[src/rtl/vend_ctrl.sv]
// Vending-machine controller: credit accumulation, item vend and greedy coin change.
// Define VEND_STOCK_EN to compile in per-item stock counters and the sold_out output.
module vend_ctrl #(
    parameter int NUM_ITEMS  = 9,
    parameter int CREDIT_W   = 8,
    parameter int STOCK_W    = 4,
    parameter int STOCK_INIT = 10
) (
    input  logic                            clock,
    input  logic                            reset,
    input  logic [5:0]                      coin,
    input  logic [NUM_ITEMS-1:0]            select,
    input  logic                            cancel,
    input  logic [NUM_ITEMS*CREDIT_W-1:0]   price,
    output logic [CREDIT_W-1:0]             state,
    output logic [NUM_ITEMS-1:0]            vend,
    output logic [5:0]                      change,
    output logic [CREDIT_W-1:0]             price_disp,
`ifdef VEND_STOCK_EN
    output logic [NUM_ITEMS-1:0]            sold_out,
`endif
    output logic                            busy
);

    // state    | meaning
    // S_IDLE   | no credit, waiting for coin or price lookup
    // S_CREDIT | credit held, accepting coins / select / cancel
    // S_VEND   | one-cycle dispense pulse for item_q
    // S_CHANGE | returning one coin per cycle until credit is zero
    typedef enum logic [1:0] {S_IDLE, S_CREDIT, S_VEND, S_CHANGE} fsm_t;

    fsm_t                   fsm_q, fsm_d;
    logic [CREDIT_W-1:0]    credit_q, credit_d;
    logic [CREDIT_W-1:0]    disp_q, disp_d;
    logic [NUM_ITEMS-1:0]   item_q, item_d;
    logic [5:0]             echo_q, echo_d;

    logic                   coin_ok, sel_ok, sel_blocked;
    logic [CREDIT_W-1:0]    coin_val, sel_price, chg_val;
    logic [CREDIT_W:0]      sum;
    logic [5:0]             chg_coin;

    assign coin_ok    = $onehot(coin);
    assign sel_ok     = $onehot(select);
    assign state      = credit_q;
    assign price_disp = disp_q;

    always_comb begin
        case (coin)
            6'b000001: coin_val = CREDIT_W'(1);
            6'b000010: coin_val = CREDIT_W'(2);
            6'b000100: coin_val = CREDIT_W'(5);
            6'b001000: coin_val = CREDIT_W'(10);
            6'b010000: coin_val = CREDIT_W'(20);
            6'b100000: coin_val = CREDIT_W'(100);
            default:   coin_val = '0;
        endcase
    end

    // Carry bit of the widened sum flags a credit overflow
    assign sum = {1'b0, credit_q} + {1'b0, coin_val};

    always_comb begin
        sel_price = '0;
        for (int i = 0; i < NUM_ITEMS; i++) begin
            if (select[i]) sel_price = price[i*CREDIT_W +: CREDIT_W];
        end
    end

    always_comb begin
        chg_coin = 6'b000000;
        chg_val  = '0;
        if (credit_q >= CREDIT_W'(100)) begin
            chg_coin = 6'b100000; chg_val = CREDIT_W'(100);
        end else if (credit_q >= CREDIT_W'(20)) begin
            chg_coin = 6'b010000; chg_val = CREDIT_W'(20);
        end else if (credit_q >= CREDIT_W'(10)) begin
            chg_coin = 6'b001000; chg_val = CREDIT_W'(10);
        end else if (credit_q >= CREDIT_W'(5)) begin
            chg_coin = 6'b000100; chg_val = CREDIT_W'(5);
        end else if (credit_q >= CREDIT_W'(2)) begin
            chg_coin = 6'b000010; chg_val = CREDIT_W'(2);
        end else if (credit_q >= CREDIT_W'(1)) begin
            chg_coin = 6'b000001; chg_val = CREDIT_W'(1);
        end
    end

`ifdef VEND_STOCK_EN
    logic [STOCK_W-1:0] stock_q [NUM_ITEMS];

    always_ff @(posedge clock) begin
        for (int i = 0; i < NUM_ITEMS; i++) begin
            if (reset) begin
                stock_q[i] <= STOCK_W'(STOCK_INIT);
            end else if (fsm_q == S_VEND && item_q[i] && stock_q[i] != '0) begin
                stock_q[i] <= stock_q[i] - 1'b1;
            end
        end
    end

    always_comb begin
        sold_out = '0;
        for (int i = 0; i < NUM_ITEMS; i++) begin
            sold_out[i] = (stock_q[i] == '0);
        end
    end

    assign sel_blocked = |(select & sold_out);
`else
    assign sel_blocked = 1'b0;
`endif

    always_comb begin
        fsm_d    = fsm_q;
        credit_d = credit_q;
        disp_d   = disp_q;
        item_d   = item_q;
        echo_d   = 6'b000000;
        vend     = '0;
        change   = echo_q;
        busy     = 1'b0;
        case (fsm_q)
            S_IDLE, S_CREDIT: begin
                if (coin_ok) begin
                    if (sum[CREDIT_W]) begin
                        echo_d = coin;
                    end else begin
                        credit_d = sum[CREDIT_W-1:0];
                        fsm_d    = S_CREDIT;
                    end
                end else if (cancel && fsm_q == S_CREDIT) begin
                    fsm_d = S_CHANGE;
                end else if (sel_ok) begin
                    disp_d = sel_price;
                    if (fsm_q == S_CREDIT && credit_q >= sel_price && !sel_blocked) begin
                        credit_d = credit_q - sel_price;
                        item_d   = select;
                        fsm_d    = S_VEND;
                    end
                end
            end
            S_VEND: begin
                busy  = 1'b1;
                vend  = item_q;
                fsm_d = (credit_q != '0) ? S_CHANGE : S_IDLE;
            end
            S_CHANGE: begin
                busy     = 1'b1;
                change   = chg_coin;
                credit_d = credit_q - chg_val;
                if (credit_q == chg_val) fsm_d = S_IDLE;
            end
            default: fsm_d = S_IDLE;
        endcase
    end

    always_ff @(posedge clock) begin
        if (reset) begin
            fsm_q    <= S_IDLE;
            credit_q <= '0;
            disp_q   <= '0;
            item_q   <= '0;
            echo_q   <= 6'b000000;
        end else begin
            fsm_q    <= fsm_d;
            credit_q <= credit_d;
            disp_q   <= disp_d;
            item_q   <= item_d;
            echo_q   <= echo_d;
        end
    end

endmodule
[config.mk]
export PLATFORM = sky130hd
export DESIGN_NAME = vend_ctrl
export DESIGN_NICKNAME = d
export VERILOG_FILES = /design/src/rtl/vend_ctrl.sv
export SDC_FILE = /design/constraint.sdc
export NUM_CORES = 1
export LEC_CHECK = 0
export BUFFER_PORTS_ARGS = -buffer_cell sky130_fd_sc_hd__buf_2
export CORE_MARGIN = 5
export CORE_UTILIZATION = 50
export DETAILED_ROUTE_END_ITERATION = 12
export HOLD_SLACK_MARGIN = 0.1
export PLACE_DENSITY_LB_ADDON = 0.2
export SYNTH_ARGS = -nofsm -noshare
export SYNTH_HDL_FRONTEND = slang
export SYNTH_SLANG_ARGS = --single-unit
export TNS_END_PERCENT = 30
[constraint.sdc]
create_clock -name clock -period 10.2 [get_ports clock]
set_input_delay 1.02 -clock clock [delete_from_list [all_inputs] [get_ports clock]]
set_output_delay 1.02 -clock clock [all_outputs]
set_load 0.05 [all_outputs]
Yosys cells after proc, flatten, opt, wreduce, memory -nomap -nowiden. Cells that the tools add are included.

Add/sub/neg operators: 16. Magnitude comparators: 7. Equality and inequality tests: 19. Multiplexer cells: 39. Bitwise gates (word level): 4. Reductions and logical operators: 12.

Operators with widths (number): 2-to-1 mux 8 bit (14); one-hot mux 7 bit (6 select lines) (1); 2-to-1 mux 2 bit (9); one-hot mux 8 bit (2 select lines) (1); subtractor 8 bit (2); adder 1 x 1 -> 2 bit (7); 2-to-1 mux 6 bit (2); inequality test 3 bit (second input constant) (4); 2-to-1 mux 5 bit (2); AND reduction 5 bit (2); adder 2 x 2 -> 3 bit (3); adder 8 x 8 -> 9 bit (1); 2-to-1 mux 9 bit (1); == test 8 bit (1); greater-or-equal comparator 8 x 1 -> 1 bit (second input constant) (1); greater-or-equal comparator 8 x 2 -> 1 bit (second input constant) (1); greater-or-equal comparator 8 x 3 -> 1 bit (second input constant) (1); greater-or-equal comparator 8 x 4 -> 1 bit (second input constant) (1); greater-or-equal comparator 8 x 5 -> 1 bit (second input constant) (1); greater-or-equal comparator 8 x 7 -> 1 bit (second input constant) (1); greater-or-equal comparator 8 bit (1); 2-to-1 mux 4 bit (2); inequality test 4 bit (second input constant) (2); AND reduction 4 bit (2); other kinds (25) (34).

Flip-flop bits (word level): 33. Input bits: 90.

Depth between registers and ports, before layout. Gate-level depths: netlist of run 1.

Word-level depth: 16. Mapped depth: 18. Depth with buffers taken out: 15.

Worst setup path before layout of run 1. OpenSTA, ideal clock, no wires.

Path type: input port to flip-flop. Start: input select[0]. End: register credit_q[2], in the netlist state[2]. Arrival: 4560 ps. Required time: 10076 ps. Path slack: 5516 ps. Stages: 14. Path buffers: 1. Cell sequence: fa_1 inv_1 fa_1 fa_1 fa_1 inv_1 fa_1 nor4_1 a41o_1 a311oi_1 a211oi_4 buf_6 mux2i_1 nor2_1.

Cells in the longest elaborated chain, start to end: 15. Elaborated cells between the ends (all ways): 25. Those cells by class: add/sub: 5; order compare: 1; eq/ne: 3; mux: 14; reduce/logical: 2.

RTL lines: start: declaration (line 12) `input logic [NUM_ITEMS-1:0] select,`; 2-to-1 mux 8 bit (9 in a row) (line 66) `if (select[i]) sel_price = price[i*CREDIT_W +: CREDIT_W];`; subtractor 8 bit (line 136) `credit_d = credit_q - sel_price;`; 2-to-1 mux 8 bit (line 135) `if (fsm_q == S_CREDIT && credit_q >= sel_price && !sel_blocked) begin`; 2-to-1 mux 8 bit (line 133) `end else if (sel_ok) begin`; 2-to-1 mux 8 bit (line 131) `end else if (cancel && fsm_q == S_CREDIT) begin`; 2-to-1 mux 8 bit (line 124) `if (coin_ok) begin`; one-hot mux 8 bit (2 select lines) (line 122) `case (fsm_q)`; end signal: assignment (line 166) `credit_q <= credit_d;`; end: declaration (line 33) `logic [CREDIT_W-1:0] credit_q, credit_d;`.

Several ways; a longest one is shown, not always the timed one. The select of a mux whose other input is x is not followed. A chain may end at the register's enable or synchronous reset.

Worst setup path in the final report of run 1.
Start: input select[3]. End: register item_q[4].

Cells in the longest elaborated chain, start to end: 9. Elaborated cells between the ends (all ways): 14. Those cells by class: add/sub: 4; order compare: 1; eq/ne: 1; mux: 6; reduce/logical: 2.

RTL lines: parallel branches: the longest is 8 deep, another holds adder 3 x 3 -> 4 bit; AND reduction 5 bit (no source line) (*); end signal: assignment (line 168) `item_q <= item_d;`; end: declaration (line 35) `logic [NUM_ITEMS-1:0] item_q, item_d;`.

Mark *: on every way between the ends.

==> impl_metrics.toml, run 1 <==
[worst_setup_path]
criticalPathCategory = "in2reg"
rr_startpoint = "state[7]"
required_ns = 10.35
crit_arrival_ns = 5.44
reg2reg_depth = 13
worst-path-max-fanout = 18
end_kind = "flip-flop"
ff2ff_setup_slack_ns = 6.93
r2r_end = "state[4]"
crit_path_start_kind = "primary input"

[clock_tree]
cts_sinks = 33
cts_tree = "done"
cts_buffer_depth = 2
clock_latency_ns = 0.28
cts_hold_buffers = 0
cts_resized = 0
post_cts_buffers = 0
numCtsBuffers = 5
cts_root_buf = "clkbuf_8"
clk_pin_slew_ns = 0.07
cts_htree_levels = 2

[synthesis]
syn_nets = 593
yosysUniqueCellTypes = 70
async_flop_share = 0
synth.top_cell.area_share = 0.180
ys_top_cells_by_area = "dfxtp_1 18%, ha_1 9.5%, fa_1 6.0%, nor2_1 5.4%, o21a_1 3.9%"
yosysWarnings = 0
synth-main-ff-cell = "dfxtp_1"
syn_avg_cell_area_sq_um = 7.91
synthesis.area_sq_um = 3670
yosys.area.top_type = "dfxtp_1"
syn_inst = 464
ys_seq_elements = 33
synth-edff-count = 0
yosysSeqAreaShare = 0.180

[die]
ioPinCount = 122
die_height_um = 95.7
rows = 31
fp.dieW_um = 95.7
dieArea_sq_um = 9160
coreArea_sq_um = 7210
initial_core_util = 0.509

[timing]
hold_viol_final = 0
rsz0062_at_grt = "false"
drv_slew = 0
max_slew.worst_pin.slew_ns = 1.07
period_needed_ns = 5.29
period_share = 0.519
max_clock_freq_mhz = 189
setup_tns_ns = 0
layout_setup_ws_ns = 4.91
fin_worst_skew_ns = 0.00581
relSlewSlack = 0.267
setup_violations = 0

[finish]
nets = 695
multi_input_area_sq_um = 2770
final_cell_mix = "121 x buf_2, 53 x nor2_1, 33 x dfxtp_1, 28 x ha_1, 27 x nand2_1"
mostFrequentLayoutCell = "buf_2"
diodes = 0
fillers = 689
syn_to_final_growth_pct = 18.5
fin_util = 0.603
register_area_sq_um = 661
layout.cells.non_filler = 665
drive_gt1_frac = 0.249

[detailed_routing]
drcViolationCount = 0
wire_per_inst_um = 17.7
firstDrtPassIters = 5
dr_total_vias = 3977
via_per_inst = 5.98
drtIter0Drc = 188
drt_wl_total_mm = 11.8
ant_nets = 0

[global_route]
antenna_found_initial = 0
grt-ovfl-total = 0
grt_max_degree = 30
grtUsageTotal = 0.253
grt_pass1_vias = 3906
grt_pass1_wl_mm = 18.2

[min_path]
whs_path_depth = 2
hp-class = "reg2reg"
min_to = "item_q[0]"
hold_path.startpoint = "item_q[0]"

[power]
irDropWorstVdd_mv = 0.224
totalPowerFinal_mw = 0.831
p_leak_nw = 2.11
powerDensity_nw_per_um2 = 191

[placement]
dp_cells = 658
hpwlAfterDp_mm = 9.66
gp_congestion = 0.890
pre_cts_ws_ns = 4.58
port_buffers = 121

[job]
cap_violations = 0

[status]
status = "finished clean"
==> cells in the mapped netlist, types with 3 or more instances <==
cell	instances
a21o_1	7
nand2_1	27
or4_1	3
fa_1	11
o21ai_0	26
xnor2_1	5
mux2i_1	14
clkbuf_1	12
o31ai_1	10
buf_2	9
nand2b_1	6
and3_1	6
a21oi_1	22
a211o_1	3
nor3b_1	3
dfxtp_1	33
o21a_1	19
nor2b_1	6
ha_1	28
a221oi_1	14
buf_4	3
nor2_1	53
nor3_1	9
a31oi_1	4
nand4_1	4
o211ai_1	3
inv_1	23
a211oi_1	14
nor4_1	7
o21ai_1	6
xor2_1	7
a221o_1	3
a22oi_1	8
and2_1	11
==> area by class of cell <==
type / instances / share of cell area
Sequential cell: 33 / 0.152
Clock buffer: 7 / 0.0198
Multi-Input combinational cell: 378 / 0.637
Tap cell: 99 / 0.0285
Timing Repair Buffer: 122 / 0.141
Inverter: 26 / 0.0224
==> routing by layer <==
metal / part of all wire / vias to the layer above / track usage
met5: 0 / - / 0
met3: 0.080 / 32 / 0.0414
met2: 0.49 / 191 / 0.461
met1: 0.39 / 1817 / 0.284
li1: - / 1937 / -
met4: 0.040 / 0 / 0.123
==> stage by stage <==
step / area (sq um) / hold slack (ns)
final: 4350 / 0.498
after global routing: 4350 / 0.530
after CTS: 4350 / 0.497
after detailed placement: 4270 / 0.480
after global placement: 4270 / 0.474
after floorplan: 3670 / 0.455
==> logic make-up (layout without fill, tap and decap cells) <==
family                   after synthesis  in the layout  share of synthesized area
AO/OA/AOI/OAI                        165            165                      0.327
multiplexers                          14             14                     0.0382
buffers and inverters                 53            155                     0.0658
adder cells (fa/ha/maj)               39             39                      0.155
flip-flops                            33             33                      0.180
AND/OR/NAND/NOR                      148            148                      0.205
XOR/XNOR                              12             12                     0.0286
==> where the power goes <==
group	switching, mW	internal (mW)
Sequential	0.0319	0.147
Clock	0.0476	0.0536
Combinational	0.331	0.219
Total	0.411	0.420
==> worst max path at each step <==
| stage | from | end | depth (start not counted) | slack, ns |
|---|---|---|---|---|
| 2_1_floorplan | select[0] | state[2] | 14 | 5.52 |
| 3_3_place_gp | select[3] | item_q[5] | 14 | 4.71 |
| 3_5_place_dp | select[3] | item_q[4] | 14 | 4.58 |
| 4_1_cts | select[3] | item_q[4] | 14 | 4.91 |
| 5_1_grt | select[3] | item_q[4] | 14 | 4.66 |
| 6_report | select[3] | item_q[4] | 14 | 4.91 |
==> registers in the layout, summed over array words and instances (netlist names) <==
| name | flops |
|---|---|
| fsm_q | 2 |
| echo_q | 6 |
| item_q | 9 |
| price_disp | 8 |
| state | 8 |
==> critical path, stage by stage <==
cell     delay, ns
buf_2         0.27
fa_1          0.47
inv_1         0.07
fa_1          0.43
fa_1          0.46
fa_1          0.38
inv_1         0.08
fa_1          0.43
nor4_1        0.27
a41o_1        0.20
and4b_1       0.57
nand4_2       0.44
mux2i_1       0.30
nor2_1        0.05
Note: power is estimated with default switching activity, not from simulation.
==> run 2: changes to the inputs <==
- CORE_UTILIZATION: 50 -> 47
- clock period: 10.2 -> 4.8 ns (I/O delays scaled with it)
==> impl_metrics.toml, run 2 (synthesized netlist as in run 1, its figures left out) <==
[clock_tree]
cts_resized = 0
cts_root_buf = "clkbuf_8"
cts_htree_levels = 2
cts_buffer_depth = 2
cts_sinks = 33
numCtsBuffers = 5
cts_tree = "done"
clock_latency_ns = 0.29
cts_hold_buffers = 0
post_cts_buffers = 0
clk_pin_slew_ns = 0.07

[global_route]
grt_max_degree = 30
antenna_found_initial = 0
grt_pass1_wl_mm = 19.0
grt-ovfl-total = 0
grtUsageTotal = 0.241
grt_pass1_vias = 3866

[finish]
nets = 703
diodes = 0
final_cell_mix = "121 x buf_2, 53 x nor2_1, 33 x dfxtp_1, 28 x ha_1, 27 x nand2_1"
top_register = "item_q"
fillers = 733
largest_reg_flops = 9
mostFrequentLayoutCell = "buf_2"
syn_to_final_growth_pct = 20.2
drive_gt1_frac = 0.263
layout.cells.non_filler = 677

[timing]
relSlewSlack = 0.316
rsz0062_at_grt = "false"
period_needed_ns = 4.33
period_share = 0.902
setup_tns_ns = 0
max_clock_freq_mhz = 231
drv_slew = 0
max_slew.worst_pin.slew_ns = 1.00
fin_worst_skew_ns = 0.00433
setup_violations = 0
hold_viol_final = 0

[detailed_routing]
wire_per_inst_um = 18.0
drcViolationCount = 0
firstDrtPassIters = 4
drtIter0Drc = 156
dr_total_vias = 4013
ant_nets = 0
via_per_inst = 5.93
drt_wl_total_mm = 12.2

[placement]
port_buffers = 121
dp_cells = 669
hpwlAfterDp_mm = 9.87
gp_congestion = 0.925

[worst_setup_path]
worst-path-max-fanout = 9
crit_path_start_kind = "primary input"
reg2reg_depth = 11
required_ns = 4.96
rr_startpoint = "state[7]"
end_kind = "flip-flop"
ff2ff_setup_slack_ns = 1.38
r2r_end = "state[5]"
crit_arrival_ns = 4.49
criticalPathCategory = "in2reg"

[die]
rows = 32
fp.dieW_um = 98.4
ioPinCount = 122
coreArea_sq_um = 7690
dieArea_sq_um = 9680
die_height_um = 98.4
initial_core_util = 0.478

[power]
powerDensity_nw_per_um2 = 399
irDropWorstVdd_mv = 0.322
p_leak_nw = 2.15

[min_path]
min_to = "price_disp[1]"
hp-class = "reg2reg"
whs_path_depth = 2
hold_path.startpoint = "price_disp[1]"

[job]
cap_violations = 0

[status]
status = "finished clean"
[run 2: cell types whose count changed in the layout (fill, tap and decap cells not counted)]
cell	delta
clkinvlp_4	+1
clkbuf_1	-1
clkinv_2	+2
clkbuf_8	-1
buf_4	+8
[run 2: critical path, cell delays in order]
cell	delay (ns)
buf_2	0.14
fa_1	0.55
inv_1	0.05
fa_1	0.49
fa_1	0.43
fa_1	0.40
inv_1	0.09
fa_1	0.43
nor4_1	0.29
a41o_1	0.19
and4b_1	0.24
nand4_2	0.38
mux2i_1	0.28
nor2_1	0.05
[run 2: report_power, final]
part | switching, mW | leakage (nW) | internal (mW)
sequential | 0.0702 | 0.267 | 0.313
clock | 0.107 | 0.0439 | 0.100
combinational | 0.697 | 1.84 | 0.476
[run 2: worst max-delay path by stage]
stage | to | depth (start not counted) | slack, ns | start
floorplan | state[2] | 14 | 0.66 | select[0]
global placement | item_q[0] | 14 | 0.28 | select[0]
detailed placement | item_q[7] | 14 | 0.18 | select[0]
CTS | item_q[7] | 14 | 0.48 | select[0]
global route | item_q[4] | 14 | 0.24 | select[0]
finish | item_q[1] | 14 | 0.47 | select[0]
[run 2: final cells by class]
class                      count  area [sq um]  share of cell area
sequential                    33           661               0.150
clock inverter                 3          17.5             0.00397
tap                          102           128              0.0289
clock buffer                   5          68.8              0.0156
multi-input combinational    378          2770               0.627
inverter                      26          97.6              0.0221
timing repair buffer         130           673               0.152
[run 2: through the flow]
stage / util / setup WS (ns) / instance area, sq um / power (mW) / hold WS, ns
6_report: 0.574 / 0.469 / 4420 / 1.76 / 0.497
5_1_grt: 0.574 / 0.237 / 4420 / 1.90 / 0.522
4_1_cts: 0.574 / 0.476 / 4420 / 1.76 / 0.499
3_5_place_dp: 0.563 / 0.182 / 4330 / 1.54 / 0.486
3_3_place_gp: 0.563 / 0.281 / 4330 / 1.53 / 0.475
2_1_floorplan: - / 0.656 / 3670 / 1.28 / 0.455
[run 2: per-layer routing]
metal	global-route usage	vias up	wire, um
li1	-	1962	-
met1	0.278	1842	4870
met2	0.432	183	5840
met3	0.0471	26	1090
met4	0.101	0	376
met5	0	-	0
==> run 3: changes to the inputs <==
- GPL_TIMING_DRIVEN: unset -> 1
- PLACE_DENSITY_LB_ADDON: 0.2 -> 0.25
==> impl_metrics.toml, run 3 (synthesized netlist as in run 1, its figures left out) <==
[timing]
drv_slew = 0
max_slew.worst_pin.slew_ns = 1.10
hold_viol_final = 0
setup_violations = 0
period_needed_ns = 4.29
rsz0062_at_grt = "false"
fin_worst_skew_ns = 0.00413
max_clock_freq_mhz = 233
period_share = 0.894
setup_tns_ns = 0
relSlewSlack = 0.247

[die]
dieArea_sq_um = 9680
die_height_um = 98.4
fp.dieW_um = 98.4
rows = 32
initial_core_util = 0.478
coreArea_sq_um = 7690
ioPinCount = 122

[worst_setup_path]
path_cells = "buf_2 -> fa_1 -> inv_1 -> fa_1 -> fa_1 -> fa_1 -> inv_1 -> fa_1 -> nor4_1 -> a41o_1 -> and4b_1 -> nand4_2 -> mux2i_1 -> nor2_1"
required_ns = 4.96
crit_arrival_ns = 4.46
reg2reg_depth = 13
rr_startpoint = "state[7]"
cp_slowest_cell = "fa_1"
max_stage_delay_ns = 0.53
worst_path_dominant_cell_family = "adder cells"
criticalPathCategory = "in2reg"
cpMostUsedCell = "fa_1"
ff2ff_setup_slack_ns = 1.49
r2r_end = "state[6]"
crit_path_start_kind = "primary input"
worst-path-max-fanout = 9
end_kind = "flip-flop"
path_buf_inv = 3

[clock_tree]
clock_latency_ns = 0.29
cts_htree_levels = 2
numCtsBuffers = 5
post_cts_buffers = 0
cts_sinks = 33
cts_buffer_depth = 2
cts_resized = 0
cts_tree = "done"
clk_pin_slew_ns = 0.07
cts_root_buf = "clkbuf_8"
cts_hold_buffers = 0

[placement]
gp_congestion = 0.995
dp_cells = 667
hpwlAfterDp_mm = 9.96
placed_area_sq_um = 4310
port_buffers = 121

[detailed_routing]
ant_nets = 0
drt_wl_total_mm = 12.4
drtIter0Drc = 216
via_per_inst = 5.96
wire_per_inst_um = 18.3
drcViolationCount = 0
firstDrtPassIters = 6
dr_total_vias = 4023

[finish]
diodes = 0
layout.cells.non_filler = 675
syn_to_final_growth_pct = 19.7
mostFrequentLayoutCell = "buf_2"
fin_util = 0.572
largest_reg_flops = 9
fin_area_sq_um = 4400
drive_gt1_frac = 0.258
nets = 701
top_register = "item_q"
final_cell_mix = "121 x buf_2, 53 x nor2_1, 33 x dfxtp_1, 28 x ha_1, 27 x nand2_1"

[power]
irDropWorstVdd_mv = 0.469
powerDensity_nw_per_um2 = 404
totalPowerFinal_mw = 1.77
p_leak_nw = 2.14

[global_route]
grtUsageTotal = 0.250
grt_max_degree = 30
grt-ovfl-total = 0
grt_pass1_vias = 3880
antenna_found_initial = 0
grt_pass1_wl_mm = 19.7

[min_path]
whs_path_depth = 2
min_to = "item_q[8]"
hp-class = "reg2reg"
hold_path.startpoint = "item_q[8]"

[status]
status = "finished clean"

[job]
cap_violations = 0
==> run 3: cell count changes in the layout (fill, tap and decap cells not counted), sizes merged <==
cell / change
clkinvlp: -1
clkbuf: +1
buf: -2
==> run 3: layout make-up <==
| class | count | area, sq um |
|---|---|---|
| flip-flops and latches | 33 | 661 |
| multi-input cells | 378 | 2770 |
| clock inverters | 2 | 10.0 |
| fillers | 741 | 3290 |
| well taps | 102 | 128 |
| inverters | 26 | 97.6 |
| clock buffers | 6 | 72.6 |
| repair buffers | 128 | 658 |
==> run 3: worst max path at each step <==
stage / from / end / cells after the start
6_report: select[0] / item_q[2] / 14
5_1_grt: select[0] / item_q[6] / 14
3_5_place_dp: select[0] / item_q[6] / 14
2_1_floorplan: select[0] / state[2] / 14
3_3_place_gp: select[0] / item_q[0] / 14
4_1_cts: select[0] / item_q[3] / 14
==> run 3: power breakdown <==
| part | switching (mW) | leakage (nW) | internal (mW) | total (mW) |
|---|---|---|---|---|
| registers | 0.0642 | 0.267 | 0.313 | 0.377 |
| clock network | 0.107 | 0.0450 | 0.101 | 0.208 |
| logic | 0.715 | 1.83 | 0.474 | 1.19 |
==> run 3: per-layer routing <==
| layer | GRT usage | wire length, um | vias to the layer above | share of wire |
|---|---|---|---|---|
| li1 | - | - | 1950 | - |
| met5 | 0 | 0 | - | 0 |
| met2 | 0.429 | 5990 | 183 | 0.48 |
| met1 | 0.303 | 4990 | 1865 | 0.40 |
| met3 | 0.0564 | 1050 | 25 | 0.085 |
| met4 | 0.0945 | 333 | 0 | 0.027 |
==> run 3: through the flow <==
| step | worst slack [ns] | hold WS, ns |
|---|---|---|
| finish | 0.508 | 0.494 |
| global route | 0.329 | 0.513 |
| CTS | 0.483 | 0.495 |
| detailed placement | 0.171 | 0.478 |
| global placement | 0.298 | 0.477 |
| floorplan | 0.656 | 0.455 |
==> run 3: worst min-delay path: cells and delay by family, from the launching register on <==
family	cells	cell delay [ns]
DFF	1	0.32
and+or+nand+nor	1	0.08
muxes	1	0.06
